[config.mk]
export PLATFORM = sky130hd
export DESIGN_NAME = pool_stream_kxk
export DESIGN_NICKNAME = d
export VERILOG_FILES = /design/src/rtl/pool_pkg.sv /design/src/rtl/pool_acc_bank.sv /design/src/rtl/pool_stream_kxk.sv
export SDC_FILE = /design/constraint.sdc
export NUM_CORES = 1
export LEC_CHECK = 0
export CAP_MARGIN = 30
export CORE_AREA = 3 3 170 189
export CTS_CLUSTER_SIZE = 12
export DETAILED_ROUTE_END_ITERATION = 6
export DIE_AREA = 0 0 173 192
export HOLD_SLACK_MARGIN = 0.12
export PLACE_DENSITY = 0.55
export SLEW_MARGIN = 40
export SYNTH_ARGS = -nofsm -noshare
export SYNTH_HDL_FRONTEND = slang
export SYNTH_SLANG_ARGS = --single-unit
[constraint.sdc]
create_clock -name clk -period 4.6 [get_ports clk]
set_clock_uncertainty 0.2 [all_clocks]
set_input_delay 1.15 -clock clk [delete_from_list [all_inputs] [get_ports clk]]
set_output_delay 1.15 -clock clk [all_outputs]
set_load 0.05 [all_outputs]
[src/rtl/pool_pkg.sv]
// Shared types and width helper for the streaming KxK pooling engine.
// Max pooling is compiled in only when POOL_MAX_EN is defined.
package pool_pkg;

  typedef enum logic {
    POOL_AVG = 1'b0,
    POOL_MAX = 1'b1
  } pool_mode_e;

  typedef enum logic [1:0] {
    IDLE = 2'd0,
    RUN  = 2'd1,
    DONE = 2'd2
  } pool_state_e;

  // Each window sums K*K pixels, so 2*log2(K) guard bits prevent overflow.
  function automatic int acc_width(input int data_w, input int k);
    return data_w + 2 * $clog2(k);
  endfunction

endpackage

[src/rtl/pool_acc_bank.sv]
// Per-column-window accumulator array: combinational read, single write port,
// and a bulk clear used at frame start.
module pool_acc_bank
  import pool_pkg::*;
#(
  parameter int N  = 14,
  parameter int W  = 18,
  parameter int IW = 4
) (
  input  logic                clk,
  input  logic                rst_n,
  input  logic                clear_all,
  input  logic                wr_en,
  input  logic [IW-1:0]       idx,
  input  logic signed [W-1:0] wr_data,
  output logic signed [W-1:0] rd_data
);

  logic signed [W-1:0] acc [N];

  always_ff @(posedge clk or negedge rst_n) begin
    if (!rst_n) begin
      for (int i = 0; i < N; i++) acc[i] <= '0;
    end else if (clear_all) begin
      for (int i = 0; i < N; i++) acc[i] <= '0;
    end else if (wr_en) begin
      acc[idx] <= wr_data;
    end
  end

  assign rd_data = acc[idx];

endmodule

[src/rtl/pool_stream_kxk.sv]
// Streaming KxK non-overlapping pooling engine (average always, max when
// POOL_MAX_EN is defined) over valid/ready input and output streams.
module pool_stream_kxk
  import pool_pkg::*;
#(
  parameter int IMG_W  = 28,
  parameter int IMG_H  = 28,
  parameter int K      = 2,
  parameter int DATA_W = 16,
  parameter int OUT_W  = 14
) (
  input  logic                     clk,
  input  logic                     rst_n,
  input  logic                     start,
  input  logic                     mode,
  input  logic                     in_valid,
  output logic                     in_ready,
  input  logic signed [DATA_W-1:0] in_data,
  output logic                     out_valid,
  input  logic                     out_ready,
  output logic [OUT_W-1:0]         out_data,
  output logic                     busy,
  output logic                     done
);

  localparam int KL    = $clog2(K);
  localparam int SH    = 2 * KL;
  localparam int ACC_W = acc_width(DATA_W, K);
  localparam int N     = IMG_W / K;
  localparam int CW    = (IMG_W > 1) ? $clog2(IMG_W) : 1;
  localparam int RW    = (IMG_H > 1) ? $clog2(IMG_H) : 1;
  localparam int IW    = (N > 1) ? $clog2(N) : 1;
  localparam logic [CW-1:0] COL_LAST = CW'(IMG_W - 1);
  localparam logic [RW-1:0] ROW_LAST = RW'(IMG_H - 1);

  pool_state_e state;
  logic [CW-1:0] col;
  logic [RW-1:0] row;
  logic          last_loaded;
  logic          accept, out_fire, frame_start;
  logic          win_first, win_last, frame_last;
  logic [IW-1:0] idx;
  logic signed [ACC_W-1:0] pix, acc_rd, acc_new, acc_wr, result;

  assign in_ready    = (state == RUN) && (!out_valid || out_ready);
  assign accept      = in_valid && in_ready;
  assign out_fire    = out_valid && out_ready;
  assign frame_start = (state == IDLE) && start;
  assign busy        = (state == RUN);
  assign done        = (state == DONE);

  assign win_first  = (row[KL-1:0] == '0) && (col[KL-1:0] == '0);
  assign win_last   = (&row[KL-1:0]) && (&col[KL-1:0]);
  assign frame_last = (row == ROW_LAST) && (col == COL_LAST);
  assign idx        = IW'(col >> KL);
  assign pix        = ACC_W'(in_data);

`ifdef POOL_MAX_EN
  pool_mode_e mode_q;

  always_ff @(posedge clk or negedge rst_n) begin
    if (!rst_n) mode_q <= POOL_AVG;
    else if (frame_start) mode_q <= pool_mode_e'(mode);
  end

  // The first pixel of a window loads the entry so stale values never win the compare.
  always_comb begin
    acc_new = acc_rd + pix;
    result  = acc_new >>> SH;
    if (mode_q == POOL_MAX) begin
      acc_new = (win_first || (pix > acc_rd)) ? pix : acc_rd;
      result  = acc_new;
    end
  end
`else
  logic unused_mode;
  assign unused_mode = mode;
  assign acc_new = acc_rd + pix;
  assign result  = acc_new >>> SH;
`endif

  assign acc_wr = win_last ? '0 : acc_new;

  pool_acc_bank #(.N(N), .W(ACC_W), .IW(IW)) u_bank (
    .clk      (clk),
    .rst_n    (rst_n),
    .clear_all(frame_start),
    .wr_en    (accept),
    .idx      (idx),
    .wr_data  (acc_wr),
    .rd_data  (acc_rd)
  );

  always_ff @(posedge clk or negedge rst_n) begin
    if (!rst_n) begin
      state <= IDLE;
    end else begin
      case (state)
        IDLE:    if (start) state <= RUN;
        RUN:     if (out_fire && last_loaded) state <= DONE;
        DONE:    state <= IDLE;
        default: state <= IDLE;
      endcase
    end
  end

  always_ff @(posedge clk or negedge rst_n) begin
    if (!rst_n) begin
      col         <= '0;
      row         <= '0;
      last_loaded <= 1'b0;
    end else if (frame_start) begin
      col         <= '0;
      row         <= '0;
      last_loaded <= 1'b0;
    end else if (accept) begin
      if (win_last && frame_last) last_loaded <= 1'b1;
      if (col == COL_LAST) begin
        col <= '0;
        row <= (row == ROW_LAST) ? '0 : row + RW'(1);
      end else begin
        col <= col + CW'(1);
      end
    end
  end

  // A completing window may reload the register in the same cycle it is drained.
  always_ff @(posedge clk or negedge rst_n) begin
    if (!rst_n) begin
      out_valid <= 1'b0;
      out_data  <= '0;
    end else if (accept && win_last) begin
      out_valid <= 1'b1;
      out_data  <= OUT_W'(result);
    end else if (out_fire) begin
      out_valid <= 1'b0;
    end
  end

endmodule

[Word-level counts from Yosys, hierarchy flattened]
Index checks and enable logic that the tools add are counted.
Operators by class
  div/mod/pow operators: 0
  $mul: 0
  eq/ne operators: 6
  order comparisons: 2
  $add $sub $neg: 3
  bitwise operators: 1
  shift-type cells: 0
  reductions and logical operators: 20
  muxes and demuxes: 24
Operators with widths (count)
  $mux W252: 2
  $bwmux W252: 1
  $bmux W18 S4: 1
  $demux W18 S4: 1
  $mux W18: 4
  $mux W5: 7
  $add A18 B16 Y18: 1
  $add A5 B1 Y5 const B: 2
  $eq A5 B5 Y1 const B: 2
  $logic_and A1 B1 Y1: 10
  $reduce_bool A2 Y1: 4
  $reduce_and A2 Y1: 3
  $ge A5 B5 Y1 const B: 1
  $lt A5 B1 Y1 const B: 1
  $mux W1: 5
  $not A4 Y5: 1
  $mux W2: 2
  $pmux W2 S2: 1
  $eq A2 B1 Y1 const B: 1
  $eq A2 B2 Y1 const B: 1
  $logic_not A2 Y1: 1
  $ne A2 B1 Y1 const B: 1
  $ne A2 B2 Y1 const B: 1
  $logic_not A1 Y1: 1
  $logic_or A1 B1 Y1: 1
Word-level totals
  memories: 0
  bits in latches: 0
  register bits: 280
  input bits: 22
  logic and storage cells: 76
  output and inout port bits: 18
  RAM bits: 0
  memory bits (read-only): 0

[Depth between registers and ports, before layout]
  depth after elaboration: 9
  depth in mapped cells: 16
  mapped depth without buffers: 13

[Hierarchy]
From an unflattened synthesis, not the netlist that was laid out.
Second synthesis, totals
  cells, all modules: 1630
  area total of the unflattened synthesis: 15343.5 sq um
By module, submodules not included
  pool_acc_bank: sequential area each 6306.0 sq um, cells an instance 1370, times used 1, area each 13196.4 sq um
  pool_stream_kxk: sequential area each 700.7 sq um, cells an instance 260, times used 1, area each 2147.1 sq um

[Worst setup path before layout]
No wires, ideal clock.
  path kind: register to register
  from: reg col[1]
  to: reg u_bank.acc[194] in the netlist's numbering
  setup slack: 0.632 ns
  clock period less this slack: 3.968 ns
  data required time: 4.265 ns
  data arrival time: 3.634 ns
  buffers on the path: 3
  library setup time: 0.135 ns
  cell stages (with the launch flop): 15
  path through: dfrtp_1 buf_4 buf_2 mux4_2 a222oi_1 o21ai_0 fa_1 a21o_1 a21oi_2 o21ai_1 a311oi_2 o21ai_1 xnor2_2 buf_2 o31ai_1
On the way
  longest elaborated chain between the ends: 9
  elaborated cells on any way between the ends: 14
  those cells by class: 1 x add/sub; 2 x order compare; 9 x mux; 1 x bitwise; 1 x reduce/logical
Ends and longest elaborated chain
  from (decl): RTL line pool_stream_kxk.sv:37  | logic [CW-1:0] col;
  from (signal assigned): RTL line pool_stream_kxk.sv:122  | col <= col + CW'(1);
  $not A4 Y5 (implied by the code) (*): RTL line pool_acc_bank.sv:27, pool_acc_bank.sv:31
  $bmux W18 S4: RTL line pool_acc_bank.sv:31  | assign rd_data = acc[idx];
  $mux W18 (implied by the code) (2 in series): RTL line pool_acc_bank.sv:31
  $add A18 B16 Y18: RTL line pool_stream_kxk.sv:78  | assign acc_new = acc_rd + pix;
  $mux W18: RTL line pool_stream_kxk.sv:82  | assign acc_wr = win_last ? '0 : acc_new;
  $bwmux W252 (*): RTL line pool_acc_bank.sv:27  | acc[idx] <= wr_data;
  $mux W252 (*): RTL line pool_acc_bank.sv:26  | end else if (wr_en) begin
  $mux W252 (*): RTL line pool_acc_bank.sv:24  | end else if (clear_all) begin
  to (signal, indexed assignment): RTL line pool_acc_bank.sv:27
  to (decl): RTL line pool_acc_bank.sv:19  | logic signed [W-1:0] acc [N];
Every way passes the cells marked *; elsewhere a longest branch is shown, timed or not. The select of a mux whose other input is x is not followed.
A chain may end at the register's enable or synchronous reset.

[Worst setup path in the final report]
  from: reg col[1]
  to: reg u_bank.acc[189] in the netlist's numbering
Same word-level chain as after synthesis.

==> flow_summary.yaml <==
run_status:
  outcome: "finished clean"
clock_tree:
  postCtsSetupBuffers: 0
  cts_htree_levels: 1
  cts_resized: 0
  clk_pin_slew_ns: 0.06
  cts_tree: "done"
  clock_latency_ns: 0.55
  clock_sinks: 252
  clockRootBuffer: "clkbuf_16"
  cts_made_buffers: 27
  clockBufferDepth: 3
  holdBufCountCts: 0
critical_path:
  rrSetupSlack_ns: 0.33
  r2r-start: "col[1]"
  worst-path-max-fanout: 25
  crit_start: "col[1]"
  worstPathRequired_ns: 4.80
  worstRegToRegCells: 13
  critPathMaxStageDelay_ns: 0.53
  arrival_ns: 4.47
  slowest_stage: "mux4_2"
  cp-end-kind: "flip-flop"
  path_cells: "buf_12, mux4_2, a222oi_1, o21ai_0, ha_1, a211oi_1, o21ai_1, and2_1, a41oi_1, xor2_1, nand2b_1, buf_4, o21ai_0"
  start_kind: "flip-flop"
  crit_type: "flip-flop to flip-flop"
  r2r-end: "u_bank.acc[189]"
  cp_common_cell: "o21ai_0"
  worstSetupEndpoint: "u_bank.acc[189]"
power:
  p_leak_nw: 5.88
  pwr-share-clk: 0.227
  powerDensity_mw_per_mm2: 663
  p_seq_frac: 0.324
  p_sw_w: 0.00380
  p_sw_frac: 0.417
  vdd_drop_max_mv: 0.312
  combinationalPowerShare: 0.449
  p_int_w: 0.00531
final_layout:
  nets: 1166
  drive_above_1_share: 0.148
  diodes: 0
  area_growth_pct: 14.1
detailed_routing:
  met3_length_mm: 1.48
  wl_per_cell_um: 19.7
  wirelength_mm: 30.7
  met1_length_mm: 14.6
  top_layer: "met4"
  dr.pass1.iters: 5
  drtIter0Drc: 666
  wl_met2_mm: 14.1
  drc: 0
  vias_per_cell: 5.61
  detailroute.via_count: 8742
  ant_nets: 0
timing:
  worst_pin_slew_ns: 0.597
  hold_slack_ns: 0.266
  min_period_ns: 4.27
  timing.setup.tns_ns: 0
  rsz0062_at_grt: "false"
  slew_viol_final: 0
  post-route-period-util: 0.928
  max_freq_mhz: 234
  slew_headroom: 0.601
  hold_viol: 0
  final-setup-viol-count: 0
die:
  io_pins: 40
  fp-row-count: 67
  core-area_mm2: 0.0303
  start_util: 0.397
  die_x_um: 173
  die_h_um: 192
  die-area_mm2: 0.0332
synthesis:
  synth_area_leader_cell: "dfrtp_1"
  netlist_top_cells_area: "dfrtp_1, nand3_1, o21ai_0"
  synth_cells: 1129
  synth.avg_cell_area_um2: 10.7
  ys.flop_type: "dfrtp_1"
  yosysSeqAreaShare: 0.524
  ys_warn_count: 0
  async_flop_share: 1.00
  synth_fp_nets: 1169
  netlist_area_mm2: 0.0120
  synth.distinct_cells: 61
  synth_edf_count: 0
  synth_top_area_share: 0.524
  synth_seq_cells: 252
placed_design:
  gp_congestion: 0.857
  io_buffers: 38
  hpwl_mm: 19.4
hold_path:
  min_path_type: "flip-flop to flip-flop"
  min_delay_path_depth: 1
global_route:
  grt-ovfl-total: 0
  grt_pass1_vias: 8555
  track_usage: 0.186
  grt_first_pass_wirelength_mm: 50.0
  grt_max_degree: 105
  antenna_found_initial: 0
job:
  cap_violations: 0
## power by group through the flow
stage | registers [W] | logic [W] | clock network, W
finish | 0.00295 | 0.00409 | 0.00207
global route | 0.00301 | 0.00453 | 0.00222
CTS | 0.00295 | 0.00410 | 0.00213
detailed placement | 0.00298 | 0.00408 | 0
global placement | 0.00297 | 0.00405 | 0
floorplan | 0.00290 | 0.00280 | 0
## per-layer routing
layer / track usage / up-vias
met3: 0.0277 / 36
li1: - / 4185
met4: 0.0377 / 0
met5: 0 / -
met1: 0.268 / 4343
met2: 0.302 / 178
## cells in the final DEF (no fill, tap or decap), drive strengths merged, types with 15 or more instances in the layout
cell / instances
dfrtp: 252
nand3: 236
o21ai: 230
nand2: 51
mux4: 46
buf: 43
clkbuf: 40
clkdlybuf4s50: 37
o31ai: 28
mux2i: 19
ha: 17
a222oi: 15
## worst min path at each step
stage / startpoint / endpoint / slack [ns]
5_1_grt: state[1] / state[1] / 0.30
2_1_floorplan: state[1] / state[1] / 0.24
3_3_place_gp: state[1] / state[1] / 0.26
4_1_cts: state[1] / state[1] / 0.27
6_report: state[1] / state[1] / 0.27
3_5_place_dp: state[1] / state[1] / 0.26
## layout make-up
type | instances | area, µm²
timing repair buffer | 80 | 788
inverter | 4 | 15.0
fill | 2874 | 16600
sequential | 252 | 6310
clock buffer | 40 | 805
tap | 414 | 518
clock inverter | 6 | 33.8
multi-input combinational | 761 | 5280
## metrics by stage
stage / total power (W) / setup WS, ns / instance area (µm²) / std cells / util
final: 0.00911 / 0.332 / 13700 / 1557 / 0.453
after global routing: 0.00976 / 0.0154 / 13700 / 1557 / 0.453
after floorplan: 0.00571 / 0.632 / 12000 / 1129 / -
after global placement: 0.00702 / 0.275 / 12900 / 1511 / 0.425
after CTS: 0.00918 / 0.230 / 13700 / 1557 / 0.453
after detailed placement: 0.00707 / 0.239 / 12900 / 1511 / 0.425
## worst max-delay path, delay by kind of cell, from the launching register on
| family | cells | cell delay, ns |
|---|---|---|
| and+or+nand+nor | 2 | 0.35 |
| muxes | 1 | 0.53 |
| buffers and inverters | 2 | 0.48 |
| DFF | 1 | 0.52 |
| AOI/OAI and AO/OA | 6 | 1.49 |
| xor gates and xnor gates | 1 | 0.23 |
| adders and majority gates | 1 | 0.28 |
## logic make-up after synthesis
family,after synthesis,synth area share
adders and majority gates,18,0.0193
xor gates and xnor gates,12,0.00935
buffers and inverters,116,0.0404
DFF,252,0.524
muxes,74,0.110
and+or+nand+nor,339,0.141
AOI/OAI and AO/OA,318,0.156
## synthesized netlist by cell type, types with 2 or more instances
library cell	instances
a211oi_1	3
a21oi_1	11
xnor2_1	2
or3_1	2
nand3_1	236
inv_1	4
xor2_1	9
ha_1	17
a311oi_1	2
clkbuf_1	61
and2_1	5
o21ai_1	5
mux4_2	46
dfrtp_1	252
buf_2	25
o31ai_1	28
o211ai_1	3
nand2b_1	4
and2b_2	2
nand4_1	2
mux2i_1	19
a222oi_1	15
a31oi_1	2
o21ai_2	10
buf_4	3
nor2b_1	7
mux2_2	9
buf_1	21
a41oi_1	2
nor2_1	13
a21o_1	8
o21a_1	5
and4_1	2
o21ai_0	215
nand2_1	50
nor3_1	4
## registers in the layout, indices dropped and copies added (netlist names)
register and flops:
last_loaded 1, out_valid 1, row 5, col 5
out_data 14, state 2, u_bank.acc 224
No activity file was read; power rests on OpenSTA's default activity.
